===== src/rtl/seq_adder_if.sv =====
// Operand/result valid-ready bundle for seq_adder.
// The sub field exists only when SEQ_ADDER_SUB_EN is defined.
interface seq_adder_if #(
  parameter int WIDTH = 32
);
  logic             in_valid;
  logic             in_ready;
  logic [WIDTH-1:0] a;
  logic [WIDTH-1:0] b;
  logic             ci;
`ifdef SEQ_ADDER_SUB_EN
  logic             sub;
`endif
  logic             out_valid;
  logic             out_ready;
  logic [WIDTH-1:0] s;
  logic             cout;
  logic             ovf;

`ifdef SEQ_ADDER_SUB_EN
  modport master (
    output in_valid, a, b, ci, sub, out_ready,
    input  in_ready, out_valid, s, cout, ovf
  );
  modport slave (
    input  in_valid, a, b, ci, sub, out_ready,
    output in_ready, out_valid, s, cout, ovf
  );
`else
  modport master (
    output in_valid, a, b, ci, out_ready,
    input  in_ready, out_valid, s, cout, ovf
  );
  modport slave (
    input  in_valid, a, b, ci, out_ready,
    output in_ready, out_valid, s, cout, ovf
  );
`endif
endinterface


===== src/rtl/seq_adder.sv =====
// Multi-cycle ripple adder, DIGIT bits per clock, registered carry.
// Define SEQ_ADDER_SUB_EN to add the subtract-select input.
module seq_adder #(
  parameter int WIDTH = 32,
  parameter int DIGIT = 4
) (
  input  logic        clk,
  input  logic        rst_n,
  seq_adder_if.slave  bus
);
  localparam int NDIG = WIDTH / DIGIT;
  localparam int CW   = (NDIG > 1) ? $clog2(NDIG) : 1;
  localparam logic [CW-1:0] LAST = CW'(NDIG - 1);

  typedef enum logic [1:0] {
    IDLE,
    RUN,
    DONE
  } state_e;

  state_e           state_q, state_d;
  logic [WIDTH-1:0] a_q, a_d;
  logic [WIDTH-1:0] b_q, b_d;
  logic [WIDTH-1:0] acc_q, acc_d;
  logic [WIDTH-1:0] s_q, s_d;
  logic             carry_q, carry_d;
  logic             cout_q, cout_d;
  logic             ovf_q, ovf_d;
  logic [CW-1:0]    cnt_q, cnt_d;
  logic             sub_w;
  logic [DIGIT:0]   dsum;
  logic             msb_cin;

`ifdef SEQ_ADDER_SUB_EN
  assign sub_w = bus.sub;
`else
  assign sub_w = 1'b0;
`endif

  // operands shift right each cycle, so the live digit is always the LSBs
  assign dsum = {1'b0, a_q[DIGIT-1:0]}
              + {1'b0, b_q[DIGIT-1:0]}
              + {{DIGIT{1'b0}}, carry_q};
  assign msb_cin = a_q[DIGIT-1] ^ b_q[DIGIT-1]
                 ^ dsum[DIGIT-1];

  assign bus.in_ready  = (state_q == IDLE);
  assign bus.out_valid = (state_q == DONE);
  assign bus.s         = s_q;
  assign bus.cout      = cout_q;
  assign bus.ovf       = ovf_q;

  always_comb begin
    state_d = state_q;
    a_d     = a_q;
    b_d     = b_q;
    acc_d   = acc_q;
    s_d     = s_q;
    carry_d = carry_q;
    cout_d  = cout_q;
    ovf_d   = ovf_q;
    cnt_d   = cnt_q;
    unique case (state_q)
      IDLE: begin
        if (bus.in_valid) begin
          a_d     = bus.a;
          b_d     = sub_w ? ~bus.b : bus.b;
          carry_d = bus.ci ^ sub_w;
          acc_d   = '0;
          cnt_d   = '0;
          state_d = RUN;
        end
      end
      RUN: begin
        a_d     = a_q >> DIGIT;
        b_d     = b_q >> DIGIT;
        // digits enter at the top and drift down to their final place
        acc_d   = (acc_q >> DIGIT)
                | (WIDTH'(dsum[DIGIT-1:0]) << (WIDTH - DIGIT));
        carry_d = dsum[DIGIT];
        cnt_d   = cnt_q + CW'(1);
        if (cnt_q == LAST) begin
          s_d     = acc_d;
          cout_d  = dsum[DIGIT];
          ovf_d   = msb_cin ^ dsum[DIGIT];
          carry_d = 1'b0;
          cnt_d   = '0;
          state_d = DONE;
        end
      end
      DONE: begin
        if (bus.out_ready) state_d = IDLE;
      end
      default: state_d = IDLE;
    endcase
  end

  always_ff @(posedge clk or negedge rst_n) begin
    if (!rst_n) begin
      state_q <= IDLE;
      a_q     <= '0;
      b_q     <= '0;
      acc_q   <= '0;
      s_q     <= '0;
      carry_q <= 1'b0;
      cout_q  <= 1'b0;
      ovf_q   <= 1'b0;
      cnt_q   <= '0;
    end else begin
      state_q <= state_d;
      a_q     <= a_d;
      b_q     <= b_d;
      acc_q   <= acc_d;
      s_q     <= s_d;
      carry_q <= carry_d;
      cout_q  <= cout_d;
      ovf_q   <= ovf_d;
      cnt_q   <= cnt_d;
    end
  end
endmodule


===== src/flat_wrapper.sv =====
// flat-port wrapper written by rule: the top's interface ports become plain ports
module seq_adder_flat 
#(
  parameter int WIDTH = 32,
  parameter int DIGIT = 4
)
  (clk, rst_n, bus_in_valid, bus_a, bus_b, bus_ci, bus_out_ready, bus_in_ready, bus_out_valid, bus_s, bus_cout, bus_ovf);
  seq_adder_if #(.WIDTH(WIDTH)) bus_i ();
  input  logic clk;
  input  logic rst_n;
  input wire logic [$bits(bus_i.in_valid)-1:0] bus_in_valid;
  input wire logic [$bits(bus_i.a)-1:0] bus_a;
  input wire logic [$bits(bus_i.b)-1:0] bus_b;
  input wire logic [$bits(bus_i.ci)-1:0] bus_ci;
  input wire logic [$bits(bus_i.out_ready)-1:0] bus_out_ready;
  output wire logic [$bits(bus_i.in_ready)-1:0] bus_in_ready;
  output wire logic [$bits(bus_i.out_valid)-1:0] bus_out_valid;
  output wire logic [$bits(bus_i.s)-1:0] bus_s;
  output wire logic [$bits(bus_i.cout)-1:0] bus_cout;
  output wire logic [$bits(bus_i.ovf)-1:0] bus_ovf;
  assign bus_i.in_valid = bus_in_valid;
  assign bus_i.a = bus_a;
  assign bus_i.b = bus_b;
  assign bus_i.ci = bus_ci;
  assign bus_i.out_ready = bus_out_ready;
  assign bus_in_ready = bus_i.in_ready;
  assign bus_out_valid = bus_i.out_valid;
  assign bus_s = bus_i.s;
  assign bus_cout = bus_i.cout;
  assign bus_ovf = bus_i.ovf;
  seq_adder #(.WIDTH(WIDTH), .DIGIT(DIGIT)) u_core (.clk(clk), .rst_n(rst_n), .bus(bus_i));
endmodule

===== config.mk =====
export PLATFORM = sky130hd
export DESIGN_NAME = seq_adder_flat
export DESIGN_NICKNAME = d
export VERILOG_FILES = /design/src/rtl/seq_adder_if.sv /design/src/rtl/seq_adder.sv /design/src/flat_wrapper.sv
export SDC_FILE = /design/constraint.sdc
export NUM_CORES = 1
export LEC_CHECK = 0
export ABC_AREA = 0
export BUFFER_PORTS_ARGS = -buffer_cell sky130_fd_sc_hd__buf_2
export CORE_MARGIN = 2
export CORE_UTILIZATION = 62
export CTS_BUF_LIST = sky130_fd_sc_hd__clkbuf_8
export DETAILED_ROUTE_END_ITERATION = 6
export GPL_TIMING_DRIVEN = 0
export PLACE_DENSITY = 0.92
export SYNTH_ARGS = -nofsm -noshare
export SYNTH_HDL_FRONTEND = slang
export SYNTH_SLANG_ARGS = --single-unit

===== constraint.sdc =====
create_clock -name clk -period 2.55 [get_ports clk]
set_clock_uncertainty 0.05 [all_clocks]
set_input_delay 0.51 -clock clk [delete_from_list [all_inputs] [get_ports clk]]
set_output_delay 0.51 -clock clk [all_outputs]
set_load 0.01 [all_outputs]

==> impl_results.md, run 1 <==
* Detailed-route DRC error count at 0
* Leading cell type in the layout, fill and taps excluded: sky130_fd_sc_hd__dfrtp_1
* Final design utilization at 0.769
* Hold crit path type: in2async
* Post-layout minimum cycle time at around 2.4 ns
* Crit path capture type: primary output
* Number of global-route vias before repair at approximately 4200
* Number of diodes at 0
* Critical register-to-register path startpoint: u_core.b_q[0]
* Filler cells at 560
* Number of buffers created by CTS at 17
* Hold violation count in the final report at 0
* Placed cell count at 688
* Total half-perimeter wirelength after legalization and detailed placement at between 8000 and 9000 µm
* Setup repair after global routing missed its margin: no
* Average via count per standard cell at between 5 and 6
* Number of gates resized after CTS at 0
* Total number of clock tree sinks at 132
* Ports at 105
* Number of nets in the synthesized netlist at between 500 and 600
* Status: finished clean
* Chip width at approximately 99 µm
* Critical Path AT at 1.83 ns
* Most frequent cells in the layout: 132 x sky130_fd_sc_hd__dfrtp_1, 114 x sky130_fd_sc_hd__buf_2, 66 x sky130_fd_sc_hd__o21ai_1, 59 x sky130_fd_sc_hd__nand2_1, 53 x sky130_fd_sc_hd__a22oi_1
* Max frequency at ~0.42 GHz
* Total routing usage reported by global routing at 0.272
* #FFs+latches synth at between 100 and 150
* Number of antenna violations at the first check in global routing at 0
* First DRT Iteration DRCs at ~230
* Startpoint type of the worst setup path: flip-flop
* CTS tree: done
* Power density of the placed cells at around 1200 nW/µm²
* Core Box Area at roughly 8700 µm²
* Wire length of the first global-routing pass at 20700 µm
* Final routed wirelength across all metal layers at around 13000 µm
* Seq/Total Area, Yosys at 0.591
* Leakage power figure at roughly 0.0033 µW
* CP Class: reg2out
* Worst endpoint required time at between 1.5 and 2 ns
* Synth-to-Final Area Change at 20.0%
* Share of cells above drive strength 1 at 0.291
* Ys flop type: sky130_fd_sc_hd__dfrtp_1
* Cell area after synthesis at between 5000 and 6000 µm²
* Final worst-path cycle share at 0.936
* Placer Congestion at just under 0.9
* Maximum vdd ir drop at approximately 0.77 mV
* Vias after detailed routing at 4267
* Floorplan die area at 9800 µm²
* Net total in the final layout at slightly below 700
* Share of flip-flops with an asynchronous set or reset after synthesis at 1.00
* Final Setup Violations at 0
* Number of flops mapped to enable cells by yosys at 0
* Final Max Tran Viols at 0
* Synth unique cells at 29
* Worst-path clk slew at 0.08 ns
* Max-capacitance violation count at 0
* Worst skew pair latency at roughly 0.43 ns
* Pin count of the biggest net entering global routing at 76
* Tightest slew margin relative to the limit at 0.550
* Maximum fanout along the worst path at 10
* Gate count of the mapped netlist at roughly 480
* Cts hold-fix bufs at 0
* Starting density of the core at 0.641
* Transition at the pin with the smallest max-transition slack at slightly below 0.7 ns
* Root Buffer: sky130_fd_sc_hd__clkbuf_8
* Routed length per instance at 17.5 µm
* Launch point of the worst path: u_core.state_q[1]
* Num rows at 34
* CTS max path bufs at 2
* Input/output buffers at 104
* Total setup buffers inserted after CTS at 0
* Die Height at slightly below 100 µm
* Average size of a mapped cell at ~12 µm²
* Non-Filler Instances at roughly 720
* Remaining number of nets flagged by the antenna check after routing at 0
* Count of synthesis-stage warnings from yosys at 0
* H-Tree Depth at 4
* Pre-antenna DRT Iters at 5
* Congestion Overflow GR at 0
==> worst max-delay path, cell delays in order (launching register included) <==
cell                       delay (ns)
sky130_fd_sc_hd__dfrtp_1         0.43
sky130_fd_sc_hd__buf_2           0.26
sky130_fd_sc_hd__clkbuf_1        0.43
sky130_fd_sc_hd__nor2_1          0.11
sky130_fd_sc_hd__buf_2           0.16
==> worst paths after layout <==
path                                          end  slack [ns]  cells after the start
worst max register to register     u_core.carry_q        0.60                      7
worst min-delay path             u_core.bus.s[16]        0.05                      1
min in group clk                u_core.state_q[1]        0.21                      2
worst min register to register    u_core.bus.s[8]        0.44                      1
worst max-delay path                 bus_in_ready        0.16                      4
max in group asynchronous          u_core.carry_q        1.70                      2
==> metal layers <==
layer  global-route usage  share of wire
met1                0.353           0.42
met2                0.449           0.50
met3               0.0780          0.063
met4               0.0811          0.015
met5                    0              0
==> state kept, by name, indices dropped and copies added (netlist names) <==
signal and count:
u_core.bus.cout 1, u_core.bus.ovf 1, u_core.cnt_q 3, u_core.bus.s 32, u_core.a_q 32, u_core.carry_q 1
u_core.state_q 2, u_core.acc_q 28, u_core.b_q 32
==> synthesized netlist by cell type (11+ instances only) <==
| master | instances | area [µm²] |
|---|---|---|
| sky130_fd_sc_hd__nand2_1 | 59 | 221 |
| sky130_fd_sc_hd__nor2b_1 | 14 | 87.6 |
| sky130_fd_sc_hd__mux2_1 | 18 | 203 |
| sky130_fd_sc_hd__dfrtp_1 | 132 | 3300 |
| sky130_fd_sc_hd__mux2_4 | 13 | 195 |
| sky130_fd_sc_hd__buf_4 | 11 | 82.6 |
| sky130_fd_sc_hd__clkbuf_1 | 13 | 48.8 |
| sky130_fd_sc_hd__a22oi_1 | 53 | 398 |
| sky130_fd_sc_hd__a22o_1 | 33 | 289 |
| sky130_fd_sc_hd__o21ai_1 | 66 | 330 |
| sky130_fd_sc_hd__buf_2 | 11 | 55.1 |
| sky130_fd_sc_hd__a21oi_1 | 14 | 70.1 |
==> power breakdown <==
| group | switching [µW] | internal (µW) |
|---|---|---|
| clock network | 809 | 1050 |
| logic | 1440 | 1270 |
| registers | 573 | 2920 |
==> per-stage QoR <==
step / power [µW] / worst slack (ns) / setup TNS [ns] / hold slack [ns] / instance area [µm²]
after floorplan: 5280 / 0.848 / 0 / 0.164 / 5590
after global placement: 6030 / -0.671 / -87.96 / 0.417 / 6250
after detailed placement: 6200 / 0.593 / 0 / 0.425 / 6280
after CTS: 8060 / 0.188 / 0 / 0.0613 / 6710
after global routing: 8550 / 0.120 / 0 / 0.0785 / 6710
final: 8060 / 0.163 / 0 / 0.0460 / 6710
==> cell families after synthesis <==
| kind of cell | Yosys count | synth area share |
|---|---|---|
| DFF | 132 | 0.591 |
| adders and majority gates | 7 | 0.0183 |
| xor gates and xnor gates | 3 | 0.00470 |
| and+or+nand+nor | 84 | 0.0662 |
| AOI/OAI and AO/OA | 174 | 0.206 |
| muxes | 31 | 0.0711 |
| buffers and inverters | 44 | 0.0434 |
==> final cells by class <==
type	count	area, µm²	share of cell area
sequential	132	3300	0.492
buffer	38	220	0.0328
clock inverter	11	151	0.0226
tap	108	135	0.0201
clock buffer	20	275	0.0410
multi-input combinational	299	2050	0.305
inverter	6	22.5	0.00336
timing repair buffer	105	554	0.0826
(Power assumes the default switching activity.)
==> run 2: changes to the inputs <==
Settings changed: RECOVER_POWER set to 25.
==> impl_results.md, run 2 (same netlist as run 1, synthesis figures left out) <==
* Worst skew pair latency at ~0.43 ns
* Pre-CTS setup slack at about 0.59 ns
* CP Class: reg2out
* Final Setup Violations at 0
* Power density of the placed cells at ~1200 nW/µm²
* Hold crit path type: in2reg
* Max frequency at 0.419 GHz
* Cts hold-fix bufs at 0
* Endpoint, Worst Hold: u_core.state_q[1]
* Transition at the pin with the smallest max-transition slack at between 1.5 and 2 ns
* Maximum vdd ir drop at roughly 0.77 mV
* Most frequent cells in the layout: 132 x sky130_fd_sc_hd__dfrtp_1, 114 x sky130_fd_sc_hd__buf_2, 66 x sky130_fd_sc_hd__o21ai_1, 59 x sky130_fd_sc_hd__nand2_1, 53 x sky130_fd_sc_hd__a22oi_1
* Placer Congestion at roughly 0.89
* Hold path startpoint: bus_out_ready
* Worst path max stage delay at between 0.4 and 0.5 ns
* Number of cells on the worst hold path at 2
* Input/output buffers at 104
* Cells traversed along the worst timing path: buf_2 -> clkbuf_1 -> nor2_1 -> buf_2
* Core Box Area at between 8000 and 9000 µm²
* Worst-path clk slew at approximately 0.07 ns
* Post-layout minimum cycle time at 2.39 ns
* Hold violation count in the final report at 0
* Critical register-to-register path startpoint: u_core.b_q[0]
* CTS max path bufs at 2
* Reg-to-Reg End: u_core.carry_q
* Crit path capture type: primary output
* Congestion Overflow GR at 0
* Reg2Reg Depth at 7
* Sum of routed wire segments on met1 at 5330 µm
* Leading cell type in the layout, fill and taps excluded: sky130_fd_sc_hd__dfrtp_1
* Critical Path AT at 1.83 ns
* Remaining number of nets flagged by the antenna check after routing at 0
* Average via count per standard cell at 5.93
* Final setup TNS at 0 ns
* Startpoint type of the worst setup path: flip-flop
* Net total in the final layout at roughly 680
* Synth-to-Final Area Change at 19.8%
* Number of buffers created by CTS at 17
* Die Height at 99.0 µm
* Met3 wire len at about 800 µm
* Number of global-route vias before repair at approximately 4200
* Total routing usage reported by global routing at 0.272
* Post-route total power at between 8000 and 9000 µW
* Setup ws final at ~0.16 ns
* Pre-antenna DRT Iters at 5
* Non-Filler Instances at between 700 and 800
* Ports at ~110
* Placed cell count at 688
* Total number of clock tree sinks at approximately 130
* Share of cells above drive strength 1 at 0.291
* Number of diodes at 0
* Worst hold slack after final layout at around 0.21 ns
* Leakage power figure at about 0.0033 µW
* Chip width at a little under 100 µm
* Wire length of the first global-routing pass at between 20000 and 25000 µm
* Worst-case register-to-register setup slack at around 0.6 ns
* Worst endpoint required time at 1.99 ns
* Setup repair after global routing missed its margin: no
* Routed length per instance at 17.5 µm
* Final Max Tran Viols at 75
* Pin count of the biggest net entering global routing at 76
* Violated checks: capacitance limit, slew limit
* Detailed-route DRC error count at 0
* Vias after detailed routing at 4267
* Tightest slew margin relative to the limit at -0.237
* Filler cells at 559
* Number of gates resized after CTS at 0
* Maximum fanout along the worst path at 10
* Final worst-path cycle share at 0.936
* Met2 layer wire length in the routed design at 6290 µm
* Status: finished with violations
* H-Tree Depth at 4
* Total half-perimeter wirelength after legalization and detailed placement at between 8000 and 9000 µm
* Cell with the largest stage delay on the worst path: sky130_fd_sc_hd__dfrtp_1
* Total setup buffers inserted after CTS at 0
* Num rows at 34
* CTS tree: done
* Final routed wirelength across all metal layers at between 10000 and 15000 µm
* First DRT Iteration DRCs at approximately 230
* Number of antenna violations at the first check in global routing at 0
* Topmost layer with routed signal wires: met4
* CP dominant cell by count: sky130_fd_sc_hd__buf_2
* Starting density of the core at 0.641
* Root Buffer: sky130_fd_sc_hd__clkbuf_8
* Floorplan die area at slightly below 10000 µm²
* Max-capacitance violation count at 1
==> run 2: cell count changes in the layout (fill, tap and decap cells not counted), sizes merged <==
cell    delta
buf        -1
clkbuf     +1
==> run 2: worst max path at each step <==
stage	to	slack (ns)	startpoint
floorplan	u_core.bus.ovf	0.85	u_core.b_q[0]
global placement	u_core.a_q[17]	-0.67	rst_n
detailed placement	u_core.carry_q	0.59	u_core.b_q[0]
CTS	bus_in_ready	0.19	u_core.state_q[1]
global route	bus_in_ready	0.12	u_core.state_q[1]
finish	bus_in_ready	0.16	u_core.state_q[1]
==> run 2: critical path: cells and delay by family, from the launching register on <==
kind	cells	cell delay, ns
buffers and inverters	3	0.85
flip-flops	1	0.43
AND/OR/NAND/NOR	1	0.11
==> run 2: final cells by class <==
| type | count | area (µm²) | area share |
|---|---|---|---|
| clock inverters | 11 | 151 | 0.0226 |
| inverters | 6 | 22.5 | 0.00336 |
| repair buffers | 105 | 548 | 0.0818 |
| plain buffers | 38 | 220 | 0.0329 |
| flip-flops and latches | 132 | 3300 | 0.493 |
| clock buffers | 20 | 275 | 0.0411 |
| multi-input cells | 299 | 2050 | 0.305 |
| well taps | 108 | 135 | 0.0202 |
==> run 2: routing by layer <==
metal	global-route usage	vias to the layer above
met1	0.353	2101
li1	-	1969
met5	0	-
met3	0.0780	21
met4	0.0811	0
met2	0.449	176
==> run 2: metrics by stage <==
step | instance area (µm²) | utilization
floorplan | 5590 | -
detailed placement | 6280 | 0.720
global placement | 6250 | 0.716
global route | 6700 | 0.769
CTS | 6710 | 0.769
finish | 6700 | 0.769
==> run 2: report_power, final <==
group / total [µW] / internal (µW) / switching, µW / leakage [µW]
Sequential: 3490 / 2920 / 573 / 0.00173
Clock: 1850 / 1050 / 809 / 0.000215
Combinational: 2710 / 1270 / 1440 / 0.00138
==> run 3: changes to the inputs <==
Settings changed: CORE_UTILIZATION 62 to 45, PLACE_DENSITY 0.92 to 0.71.
==> impl_results.md, run 3 (same netlist as run 1, synthesis figures left out) <==
* Hold crit path type: in2reg
* Number of antenna violations at the first check in global routing at 0
* Num rows at 40
* Final worst-path cycle share at 0.928
* Placed cell count at 748
* CP dominant cell by count: sky130_fd_sc_hd__buf_2
* Status: finished clean
* Launch point of the worst path: u_core.state_q[1]
* Ports at ~110
* Critical register-to-register path startpoint: u_core.b_q[0]
* Input/output buffers at ~100
* Detailed-route DRC error count at 0
* Reg2Reg Depth at 7
* Hold path startpoint: bus_out_ready
* Tightest slew margin relative to the limit at 0.184
* H-Tree Depth at 4
* Placer Congestion at about 0.83
* Most frequent cells in the layout: 132 x sky130_fd_sc_hd__dfrtp_1, 111 x sky130_fd_sc_hd__buf_2, 66 x sky130_fd_sc_hd__o21ai_1, 59 x sky130_fd_sc_hd__nand2_1, 53 x sky130_fd_sc_hd__a22oi_1
* Sequential group share of total power at 0.427
* Average via count per standard cell at between 5 and 6
* Power density of the placed cells at about 1200 nW/µm²
* Total half-perimeter wirelength after legalization and detailed placement at just over 9000 µm
* Number of buffers created by CTS at 17
* Final Max Tran Viols at 0
* Transition at the pin with the smallest max-transition slack at about 1.2 ns
* Pre-CTS setup slack at between 0.5 and 0.6 ns
* Logic depth of the worst setup path including buffers at 4
* Worst-path clk slew at about 0.080 ns
* Family with the most delay on the worst path: buffers and inverters
* Clk pwr share at 0.242
* Wire length of the first global-routing pass at about 21000 µm
* Worst skew pair latency at about 0.45 ns
* Post-route total power at 8140 µW
* Root Buffer: sky130_fd_sc_hd__clkbuf_8
* Post-layout minimum cycle time at ~2.4 ns
* Max-capacitance violation count at 0
* Total number of clock tree sinks at 132
* Share of power burned in combinational logic at 0.331
* Net total in the final layout at ~680
* Chip width at around 120 µm
* Pin count of the biggest net entering global routing at 99
* Crit path capture type: primary output
* Cell area after layout at 6790 µm²
* Non-Filler Instances at 781
* Number of diodes at 0
* Setup repair after global routing missed its margin: no
* CTS max path bufs at 2
* Combined buffer and inverter count along the critical path at 3
* Setup ws final at between 0.15 and 0.2 ns
* Number of global-route vias before repair at 4328
* Area after DPL at around 6400 µm²
* Starting density of the core at 0.464
* Total routing usage reported by global routing at 0.210
* Final Setup Violations at 0
* First DRT Iteration DRCs at ~270
* Core Box Area at about 12000 µm²
* Routed length per instance at roughly 17 µm
* Maximum vdd ir drop at 0.680 mV
* CTS tree: done
* Synth-to-Final Area Change at 21.3%
* Leading cell type in the layout, fill and taps excluded: sky130_fd_sc_hd__dfrtp_1
* Vias after detailed routing at between 4000 and 5000
* Int Power at 5270 µW
* Cells traversed along the worst timing path: buf_2 -> clkbuf_1 -> nor2_1 -> buf_2
* Leakage power figure at around 0.0033 µW
* Critical Path AT at ~1.8 ns
* Number of cells on the worst hold path at 2
* Congestion Overflow GR at 0
* Remaining number of nets flagged by the antenna check after routing at 0
* Net switching power at between 2000 and 3000 µW
* Final routed wirelength across all metal layers at 13100 µm
* CP Class: reg2out
* Startpoint type of the worst setup path: flip-flop
* Total setup buffers inserted after CTS at 0
* Maximum fanout along the worst path at 10
* Max frequency at between 0.4 and 0.5 GHz
* Floorplan die area at between 10000 and 15000 µm²
* Die Height at 115 µm
* Pre-antenna DRT Iters at 6
* Share of cells above drive strength 1 at 0.285
* Worst endpoint required time at between 1.5 and 2 ns
* Worst path max stage delay at ~0.43 ns
* Cell with the largest stage delay on the worst path: sky130_fd_sc_hd__dfrtp_1
* Hold violation count in the final report at 0
* Switching share of total power at 0.352
run 3: changes by cell type in the layout (fill, tap and decap cells not counted), sizes merged:
cell	change
clkinv	-1
inv	+3
bufinv	+1
dlygate4sd3	+1
buf	-2
run 3: cell type report:
| cell class | count | area [µm²] |
|---|---|---|
| inverter | 6 | 22.5 |
| tap | 168 | 210 |
| sequential | 132 | 3300 |
| buffer | 38 | 216 |
| clock inverter | 14 | 199 |
| fill | 1056 | 5280 |
| timing repair buffer | 106 | 544 |
| multi-input combinational | 299 | 2040 |
| clock buffer | 18 | 248 |
run 3: path summary, 6_finish.rpt:
kind | to | slack [ns]
worst max-delay path | bus_in_ready | 0.18
worst min-delay path | u_core.state_q[1] | 0.18
worst max register to register | u_core.bus.ovf | 0.56
worst min register to register | u_core.bus.s[14] | 0.44
max in group asynchronous | u_core.b_q[5] | 0.48
min in group asynchronous | u_core.bus.s[18] | 0.44
run 3: worst reg2reg max path, stage by stage (launching register included):
cell	delay, ns
sky130_fd_sc_hd__dfrtp_1	0.42
sky130_fd_sc_hd__fa_1	0.22
sky130_fd_sc_hd__inv_1	0.06
sky130_fd_sc_hd__fa_1	0.39
sky130_fd_sc_hd__nand2b_1	0.16
sky130_fd_sc_hd__a21oi_1	0.29
sky130_fd_sc_hd__xor2_1	0.22
sky130_fd_sc_hd__o21ai_1	0.08
run 3: repair_timing:
action | CTS | global route
hold buffers | 1 | 0
hold endpoints to repair | 34 | 0
resized for setup | 0 | 0
run 3: layer usage:
| layer | global-route usage | up-vias | routed length [µm] |
|---|---|---|---|
| met5 | 0 | - | 0 |
| met2 | 0.331 | 140 | 6300 |
| li1 | - | 1974 | - |
| met3 | 0.0649 | 17 | 718 |
| met4 | 0.0675 | 0 | 216 |
| met1 | 0.280 | 2115 | 5860 |
run 3: power by group through the flow:
stage	Clock [µW]	Combinational [µW]	Sequential, µW
floorplan	0	1850	3420
global placement	0	2610	3470
detailed placement	0	2720	3510
CTS	2000	2740	3470
global route	2100	3000	3580
finish	1970	2700	3480
run 3: per-stage QoR:
| stage | TNS [ns] | util | hold slack, ns |
|---|---|---|---|
| 4_1_cts | 0 | 0.565 | 0.157 |
| 5_1_grt | 0 | 0.563 | 0.176 |
| 3_5_place_dp | 0 | 0.527 | 0.363 |
| 3_3_place_gp | -91.90 | 0.524 | 0.417 |
| 2_1_floorplan | 0 | - | 0.164 |
| 6_report | 0 | 0.563 | 0.180 |
